`src/rtl/mc_pkg.sv`:
```
// mc_pkg: shared encodings for the multicycle RISC-V control unit.
// Holds opcode and funct3 constants plus the FSM state, ALU operation,
// immediate-type and datapath mux-select enumerations.
package mc_pkg;
    localparam logic [6:0] OP_LOAD   = 7'b0000011;
    localparam logic [6:0] OP_STORE  = 7'b0100011;
    localparam logic [6:0] OP_R      = 7'b0110011;
    localparam logic [6:0] OP_I      = 7'b0010011;
    localparam logic [6:0] OP_BRANCH = 7'b1100011;
    localparam logic [6:0] OP_JAL    = 7'b1101111;
    localparam logic [6:0] OP_JALR   = 7'b1100111;
    localparam logic [6:0] OP_LUI    = 7'b0110111;
    localparam logic [6:0] OP_AUIPC  = 7'b0010111;

    localparam logic [2:0] F3_ADD  = 3'b000;
    localparam logic [2:0] F3_SLL  = 3'b001;
    localparam logic [2:0] F3_SLT  = 3'b010;
    localparam logic [2:0] F3_SLTU = 3'b011;
    localparam logic [2:0] F3_XOR  = 3'b100;
    localparam logic [2:0] F3_SR   = 3'b101;
    localparam logic [2:0] F3_OR   = 3'b110;
    localparam logic [2:0] F3_AND  = 3'b111;

    typedef enum logic [3:0] {
        S_RESET, S_FETCH, S_DECODE, S_MEMADR, S_MEMREAD, S_MEMWB, S_MEMWRITE,
        S_EXEC_R, S_EXEC_I, S_ALUWB, S_BRANCH, S_JAL, S_JALR, S_LUI, S_TRAP
    } state_t;

    typedef enum logic [3:0] {
        ALU_ADD, ALU_SUB, ALU_AND, ALU_OR, ALU_XOR,
        ALU_SLT, ALU_SLTU, ALU_SLL, ALU_SRL, ALU_SRA
    } alu_op_t;

    typedef enum logic [2:0] {IMM_I, IMM_S, IMM_B, IMM_J, IMM_U} imm_t;
    typedef enum logic [1:0] {A_PC, A_OLDPC, A_RD1, A_ZERO} src_a_t;
    typedef enum logic [1:0] {B_RD2, B_IMM, B_FOUR} src_b_t;
    typedef enum logic [1:0] {R_ALU, R_MEM, R_ALUOUT} res_t;
endpackage

```
`src/rtl/alu_decoder.sv`:
```
// alu_decoder: combinational funct3/func7_bit5/opcode -> ALU operation.
// Ports: opcode, funct3, func7_bit5 in; alu_control (ALUCTRL_W bits) out.
module alu_decoder
    import mc_pkg::*;
#(
    parameter int ALUCTRL_W = 4
) (
    input  logic [6:0]           opcode,
    input  logic [2:0]           funct3,
    input  logic                 func7_bit5,
    output logic [ALUCTRL_W-1:0] alu_control
);
    alu_op_t op;

    always_comb begin
        op = ALU_ADD;
        case (funct3)
            F3_ADD:  op = (opcode == OP_R && func7_bit5) ? ALU_SUB : ALU_ADD;
            F3_SLL:  op = ALU_SLL;
            F3_SLT:  op = ALU_SLT;
            F3_SLTU: op = ALU_SLTU;
            F3_XOR:  op = ALU_XOR;
            F3_SR:   op = func7_bit5 ? ALU_SRA : ALU_SRL;
            F3_OR:   op = ALU_OR;
            F3_AND:  op = ALU_AND;
        endcase
    end

    assign alu_control = ALUCTRL_W'(op);
endmodule

```
`src/rtl/multicycle_control.sv`:
```
// multicycle_control: FSM controller for a multicycle RISC-V datapath.
// Inputs: clk, reset (sync, active-high), opcode, funct3, func7_bit5,
//   zero/lt/ltu branch flags, mem_ready handshake.
// Outputs: pcwrite, adrsource, memwrite, irwrite, regwrite strobes,
//   imm_source, alu_source_a/b, alu_control, resultsource mux selects,
//   sticky illegal trap flag and state_o for debug.
// Optional feature macro BRANCH_EXT_EN adds blt/bge/bltu/bgeu; without it
// those branches trap in DECODE.
module multicycle_control
    import mc_pkg::*;
#(
    parameter int MEM_TIMEOUT = 15,
    parameter int ALUCTRL_W   = 4
) (
    input  logic                 clk,
    input  logic                 reset,
    input  logic [6:0]           opcode,
    input  logic [2:0]           funct3,
    input  logic                 func7_bit5,
    input  logic                 zero,
    input  logic                 lt,
    input  logic                 ltu,
    input  logic                 mem_ready,
    output logic                 pcwrite,
    output logic                 adrsource,
    output logic                 memwrite,
    output logic                 irwrite,
    output logic                 regwrite,
    output logic [2:0]           imm_source,
    output logic [1:0]           alu_source_a,
    output logic [1:0]           alu_source_b,
    output logic [ALUCTRL_W-1:0] alu_control,
    output logic [1:0]           resultsource,
    output logic                 illegal,
    output logic [3:0]           state_o
);
    state_t state, state_n;
    logic [7:0] cnt;
    logic illegal_q, taken, branch_ok, timeout, waiting, use_dec;
    logic pcw, adr, mw, irw, rw;
    imm_t imm;
    src_a_t sa;
    src_b_t sb;
    alu_op_t aop;
    res_t rs;
    logic [ALUCTRL_W-1:0] dec_ctrl;

    alu_decoder #(.ALUCTRL_W(ALUCTRL_W)) u_dec (
        .opcode(opcode), .funct3(funct3), .func7_bit5(func7_bit5), .alu_control(dec_ctrl)
    );

`ifdef BRANCH_EXT_EN
    // funct3[0] inverts the base condition (bne, bge, bgeu)
    assign taken = (funct3[2] ? (funct3[1] ? ltu : lt) : zero) ^ funct3[0];
    assign branch_ok = funct3[2:1] != 2'b01;
`else
    logic unused_cmp;
    assign unused_cmp = &{1'b0, lt, ltu};
    assign taken = zero ^ funct3[0];
    assign branch_ok = funct3[2:1] == 2'b00;
`endif

    // Counter holds the number of stall cycles already spent in this wait state.
    assign waiting = state == S_FETCH || state == S_MEMREAD || state == S_MEMWRITE;
    assign timeout = !mem_ready && cnt == 8'(MEM_TIMEOUT - 1);

    always_ff @(posedge clk) begin
        if (reset) begin
            state     <= S_RESET;
            cnt       <= '0;
            illegal_q <= 1'b0;
        end else begin
            state     <= state_n;
            cnt       <= (waiting && !mem_ready) ? cnt + 8'd1 : '0;
            illegal_q <= illegal_q | (state_n == S_TRAP);
        end
    end

    always_comb begin
        state_n = state;
        pcw = 1'b0; adr = 1'b0; mw = 1'b0; irw = 1'b0; rw = 1'b0;
        imm = IMM_I; sa = A_PC; sb = B_RD2; aop = ALU_ADD; use_dec = 1'b0; rs = R_ALU;
        case (state)
            S_RESET: state_n = S_FETCH;
            S_FETCH: begin
                sb = B_FOUR;
                irw = mem_ready;
                pcw = mem_ready;
                state_n = mem_ready ? S_DECODE : (timeout ? S_TRAP : S_FETCH);
            end
            S_DECODE: begin
                sa = A_OLDPC;
                sb = B_IMM;
                imm = (opcode == OP_JAL) ? IMM_J : IMM_B;
                case (opcode)
                    OP_LOAD, OP_STORE: state_n = S_MEMADR;
                    OP_R:              state_n = S_EXEC_R;
                    OP_I:              state_n = S_EXEC_I;
                    OP_BRANCH:         state_n = branch_ok ? S_BRANCH : S_TRAP;
                    OP_JAL:            state_n = S_JAL;
                    OP_JALR:           state_n = S_JALR;
                    OP_LUI, OP_AUIPC:  state_n = S_LUI;
                    default:           state_n = S_TRAP;
                endcase
            end
            S_MEMADR: begin
                sa = A_RD1;
                sb = B_IMM;
                imm = (opcode == OP_STORE) ? IMM_S : IMM_I;
                state_n = (opcode == OP_STORE) ? S_MEMWRITE : S_MEMREAD;
            end
            S_MEMREAD: begin
                rs = R_ALUOUT;
                adr = 1'b1;
                state_n = mem_ready ? S_MEMWB : (timeout ? S_TRAP : S_MEMREAD);
            end
            S_MEMWRITE: begin
                rs = R_ALUOUT;
                adr = 1'b1;
                mw = 1'b1;
                state_n = mem_ready ? S_FETCH : (timeout ? S_TRAP : S_MEMWRITE);
            end
            S_MEMWB: begin
                rs = R_MEM;
                rw = 1'b1;
                state_n = S_FETCH;
            end
            S_EXEC_R: begin
                sa = A_RD1;
                use_dec = 1'b1;
                state_n = S_ALUWB;
            end
            S_EXEC_I: begin
                sa = A_RD1;
                sb = B_IMM;
                use_dec = 1'b1;
                state_n = S_ALUWB;
            end
            S_ALUWB: begin
                rs = R_ALUOUT;
                rw = 1'b1;
                state_n = S_FETCH;
            end
            S_BRANCH: begin
                sa = A_RD1;
                aop = ALU_SUB;
                rs = R_ALUOUT;
                pcw = taken;
                state_n = S_FETCH;
            end
            S_JAL: begin
                sa = A_OLDPC;
                sb = B_FOUR;
                imm = IMM_J;
                rs = R_ALUOUT;
                pcw = 1'b1;
                rw = 1'b1;
                state_n = S_FETCH;
            end
            S_JALR: begin
                sa = A_RD1;
                sb = B_IMM;
                pcw = 1'b1;
                state_n = S_FETCH;
            end
            S_LUI: begin
                imm = IMM_U;
                sa = (opcode == OP_LUI) ? A_ZERO : A_OLDPC;
                sb = B_IMM;
                state_n = S_ALUWB;
            end
            S_TRAP: state_n = S_TRAP;
            default: state_n = S_RESET;
        endcase
    end

    // Every output is forced low while reset is asserted so an aborted access
    // cannot issue a write strobe in the reset cycle.
    assign pcwrite      = pcw & !reset;
    assign adrsource    = adr & !reset;
    assign memwrite     = mw & !reset;
    assign irwrite      = irw & !reset;
    assign regwrite     = rw & !reset;
    assign imm_source   = reset ? 3'b000 : imm;
    assign alu_source_a = reset ? 2'b00 : sa;
    assign alu_source_b = reset ? 2'b00 : sb;
    assign alu_control  = reset ? '0 : (use_dec ? dec_ctrl : ALUCTRL_W'(aop));
    assign resultsource = reset ? 2'b00 : rs;
    assign illegal      = illegal_q & !reset;
    assign state_o      = reset ? 4'd0 : state;
endmodule

```
`config.mk`:
```
export PLATFORM = sky130hd
export DESIGN_NAME = multicycle_control
export DESIGN_NICKNAME = d
export VERILOG_FILES = /design/src/rtl/mc_pkg.sv /design/src/rtl/alu_decoder.sv /design/src/rtl/multicycle_control.sv
export SDC_FILE = /design/constraint.sdc
export NUM_CORES = 1
export LEC_CHECK = 0
export CORE_MARGIN = 2
export CORE_UTILIZATION = 40
export CTS_CLUSTER_SIZE = 24
export DETAILED_ROUTE_END_ITERATION = 8
export HOLD_SLACK_MARGIN = 0.12
export PLACE_DENSITY = 0.73
export SETUP_SLACK_MARGIN = 0.2
export SYNTH_ARGS = -nofsm -noshare
export SYNTH_HDL_FRONTEND = slang
export SYNTH_SLANG_ARGS = --single-unit
```
`constraint.sdc`:
```
create_clock -name clk -period 4.6 [get_ports clk]
set_input_delay 0.46 -clock clk [delete_from_list [all_inputs] [get_ports clk]]
set_output_delay 0.46 -clock clk [all_outputs]
set_load 0.03 [all_outputs]
```
* Yosys cells after proc, flatten, opt, wreduce, memory -nomap -nowiden
Cells that the tools add are included.
W data, S select, Z words.
** Cells by class
- Add/sub/neg operators :: 1
- Eq/ne operators :: 32
- Multiplexer cells :: 34
- Bitwise gates (word level) :: 9
- Reductions and logical operators :: 24
** Operators by type and width (count)
- $pmux W4 S8 :: 2
- $mux W4 :: 9
- $eq A4 B4 Y1 const B :: 8
- $pmux W4 S7 :: 1
- $eq A7 B6 Y1 const B :: 3
- $eq A7 B7 Y1 const B :: 3
- $eq A4 B3 Y1 const B :: 4
- $reduce_or A2 Y1 :: 8
- $reduce_or A5 Y1 :: 3
- $eq A7 B5 Y1 const B :: 2
- $eq A3 B3 Y1 const B :: 4
- $pmux W3 S4 :: 1
- $mux W1 :: 10
- $mux W2 :: 5
- $add A8 B1 Y8 const B :: 1
- $eq A4 B2 Y1 const B :: 2
- $eq A8 B4 Y1 const B :: 1
- $pmux W2 S2 :: 2
- $eq A7 B2 Y1 const B :: 1
- $and A1 B1 Y1 :: 6
- $eq A3 B2 Y1 const B :: 2
- $mux W3 :: 2
- $pmux W2 S3 :: 1
- $reduce_or A3 Y1 :: 2
- other kinds (13) :: 17
** Storage, ports and cells
- Register bits :: 13
- Input bits :: 17
- Output and inout bits :: 23
- Logic and storage cells :: 103

* Logic depth before layout (Yosys ltp)
- Depth after elaboration :: 7
- Gate-level depth with buffers :: 8
- Gate-level depth less buffers :: 7

* Cells and area by module
A second synthesis with hierarchy kept.
** Unflattened totals
- Cells, all modules :: 189
- Area total of the unflattened synthesis :: 1248.7 um^2
** Modules (own cells, without submodules)
- multicycle_control :: instances 1, cells an instance 178, area each 1164.9 um^2, seq. area each 260.2 um^2
- alu_decoder :: instances 1, cells an instance 11, area each 83.8 um^2, seq. area each 0.0 um^2

* Least setup slack after synthesis
OpenSTA, ideal clock, no wires.
- Kind :: reg2out
- Start :: register state[0]
- End :: output port alu_control[3]
- Arrival :: 1980 ps
- Setup slack :: 2160 ps
- Cell stages (with the launch flop) :: 7
- Buffers on the path :: 2
- Cells stage by stage :: dfxtp_1 -> buf_2 -> buf_1 -> nand2_1 -> nor2_1 -> a21oi_1 -> nor4_1
** On the way
- Word-level cells in the longest chain between the ends :: 5
- Elaborated cells between the ends (all ways) :: 6
** Ends and longest elaborated chain
- start, declared :: line multicycle_control.sv:37 : state_t state, state_n;
- start signal, assigned :: line multicycle_control.sv:73 : state <= state_n;
- $eq A4 B4 Y1 / $eq A4 B3 Y1 (equally long branches) :: line multicycle_control.sv:83 : case (state)
- $reduce_or A2 Y1 (no source line) *
- $mux W1 * :: line multicycle_control.sv:83
- $mux W4 * (2 in a row) :: line multicycle_control.sv:187 : assign alu_control = reset ? '0 : (use_dec ? dec_ctrl : ALUCTRL_W'(aop));
- end, declared :: line multicycle_control.sv:32 : output logic [ALUCTRL_W-1:0] alu_control,
Mark *: on every way between the ends. The rest lies on a longest branch, timed or not.

* Worst setup path after layout
- Start :: input port opcode[3]
- End :: output port alu_control[0]
** On the way
- Word-level cells in the longest chain between the ends :: 6
** Ends and longest elaborated chain
- start, declared :: line multicycle_control.sv:17 : input logic [6:0] opcode,
- $eq A7 B6 Y1 :: line alu_decoder.sv:18 : F3_ADD: op = (opcode == OP_R && func7_bit5) ? ALU_SUB : ALU_ADD;
- $logic_and A1 B1 Y1 :: line alu_decoder.sv:18
- $mux W1 :: line alu_decoder.sv:18
- $pmux W4 S8 :: line alu_decoder.sv:17 : case (funct3)
- $mux W4 (2 in a row) :: line multicycle_control.sv:187
Every way passes these cells.

==> flow_metrics.tcl <==
set metrics [dict create \
    cap_violations 0 \
    cp-end-kind "output port" \
    synth_area_leaders "dfxtp_1, nor2_1, xor2_1" \
    yosysSeqAreaShare_pct 20.17 \
    cts_num_sinks 13 \
    synth_top_area_cell "dfxtp_1" \
    first_pass_iters 4 \
    p_leak_nw 0.6081 \
    dp_hpwl_um 2500 \
    overflow 0 \
    die_h_um 60.79 \
    cp_max_fo 10 \
    final.period_utilization_pct 71.07 \
    start_kind "primary input" \
    cp_slowest_cell "clkdlybuf4s50_1" \
    drc 0 \
    cp.required_ns 4.14 \
    max_freq_ghz 0.3059 \
    ys_async_sr_fraction_pct 0 \
    ys.flop_type "dfxtp_1" \
    cts-htree-levels 1 \
    mostFrequentLayoutCells "clkdlybuf4s50_1, nor2_1, nand2_1, a21oi_1, dfxtp_1" \
    synth-compound-area-share_pct 21.05 \
    path_class "in2out" \
    synthXorXnorAreaFrac_pct 6.111 \
    synth-simple-area-share_pct 41.13 \
    nets 228 \
    synth_seq_cells 13 \
    synth_top_cell_area_share_pct 20.17 \
    worstHoldPathType "reg2reg" \
    placed_cells 248 \
    drt_iter0_drc 64 \
    yosys.area_share.adder_pct 1.940 \
    vias_per_cell 5.484 \
    status "finished clean" \
    path_clk_slew_ns 0.07 \
    min_period_ns 3.269 \
    start_util_pct 42.25 \
    final_cells 252 \
    diodes 0 \
    crit_chain "clkdlybuf4s50_1 > nor4_1 > a41oi_1 > o21ai_0 > o221ai_1 > a21oi_1 > clkdlybuf4s50_1" \
    drive_gt1_share_pct 3.365 \
    grt_pass1_wl_um 5264 \
    crit_top_cell "clkdlybuf4s50_1" \
    muxShareOfSynthArea_pct 1.552 \
    ant_nets 0 \
    cts_hold_buf 0 \
    drt-total-wl_um 3304 \
    num_rows 20 \
    slew_headroom_pct 53.85 \
    grt.total_usage_pct 18.53 \
    arrival_ns 2.81 \
    die_w_um 60.79 \
    setup_viol 0 \
    avgSynthCellArea_sq_um 7.049 \
    cp-startpoint "opcode[3]" \
    pre_cts_ws_ns 1.357 \
    power.total_uw 363.7 \
    clk_latency_ns 0.27 \
    r2r_start "state[3]$_SDFF_PP0_" \
    hp-start "cnt[0]$_SDFF_PP0_" \
    hold_ws_ns 0.4924 \
    synth_cell_types 49 \
    final_common_cell "clkdlybuf4s50_1" \
    postCtsSetupBuffers 0 \
    cts_resized 0 \
    syn_inst 183 \
    port-buffer-count 37 \
    rsz0062_at_grt "no" \
    slew_viol_final 0 \
    utilization_pct 54.26 \
    worst_slack_ns 1.331 \
    area_delta_synth_final_pct 28.42 \
    tightest_slew_ns 0.6912 \
    synth-edff-count 0 \
    place_congestion 0.8518 \
    clock_skew_ns 0.003507 \
    core_area_sq_mm 0.003053 \
    numCtsBuffers 3 \
    vias 1382 \
    power_density_mw_per_mm2 219.6 \
    synth_warnings 0 \
    slowest_delay_ns 0.70 \
    ioPinCount 40 \
    syn_area_sq_mm 0.001290 \
    finalHoldViolations 0 \
    peakVddDrop_uv 198.3 \
    dpl_cell_area_sq_mm 0.001630 \
    cts_root_buf "clkbuf_4" \
    die_area_sq_mm 0.003695 \
    grt_max_degree 22 \
    grt_pass1_vias 1148 \
    design_area_sq_mm 0.001657 \
    cts_buffer_depth 2 \
    antenna_found_initial 0 \
    synth_top_family_by_area "simple AND/OR/NAND/NOR gates" \
    wl_per_cell_um 13.11 \
    syn_nets 202 \
    cts_tree "done" \
    setup_tns_ns 0 \
]
-- cells in the mapped netlist, types with 2 or more instances --
cell type	n
a21oi_1	13
a22oi_1	2
a31oi_1	3
a32oi_1	3
and2_1	3
and3_1	6
buf_2	7
buf_4	2
clkbuf_1	4
dfxtp_1	13
ha_1	2
inv_1	5
mux2i_1	2
nand2_1	13
nand2b_1	6
nand3_1	3
nand3b_1	3
nand4_1	3
nand4b_1	2
nor2_1	27
nor2b_1	10
nor3_1	5
nor4_1	4
o21ai_0	7
o41ai_1	2
or2_2	2
or4_1	2
xor2_1	8
-- flip-flops by register name (all words and copies together) (netlist names) --
register	cells
illegal_q	1
state	4
cnt	8
-- cell families (layout without fill, tap and decap cells) --
family,Yosys count,in the layout
buf+inv,21,46
compound gates,41,41
xor+xnor,9,9
mux,2,2
flops,13,13
fa+ha+maj,2,2
simple gates,95,95
-- routing by layer --
layer	vias up	routed length [um]	track usage (%)
li1	703	-	-
met1	622	1502	27.06
met2	55	1511	28.11
met3	2	273	3.625
met4	0	17	4.348
met5	-	0	0
-- critical path, delay by kind of cell --
kind | cells | cell delay [ns]
AO/OA/AOI/OAI | 4 | 0.65
AND/OR/NAND/NOR | 1 | 0.43
buffers and inverters | 2 | 1.28
-- area by class of cell --
| type | instances | area [sq um] |
|---|---|---|
| clock buffer | 4 | 26.28 |
| inverter | 5 | 18.77 |
| multi-input combinational | 149 | 925.9 |
| timing repair buffer | 37 | 370.4 |
| fill | 324 | 1396 |
| sequential | 13 | 260.3 |
| tap | 44 | 55.05 |
-- worst paths after layout --
check | to | slack (ns) | cells after the start
setup / recovery | alu_control[0] | 1.33 | 7
hold / removal | cnt[0]$_SDFF_PP0_ | 0.49 | 1
setup reg to reg | illegal_q$_SDFF_PP0_ | 2.52 | 6
hold reg to reg | cnt[0]$_SDFF_PP0_ | 0.49 | 1
-- where the power goes --
part | total (mW) | switching [mW] | internal [mW]
clock | 0.0683 | 0.0348 | 0.0336
sequential | 0.144 | 0.0259 | 0.118
combinational | 0.152 | 0.0826 | 0.0689
No activity file was read; power rests on OpenSTA's default activity.
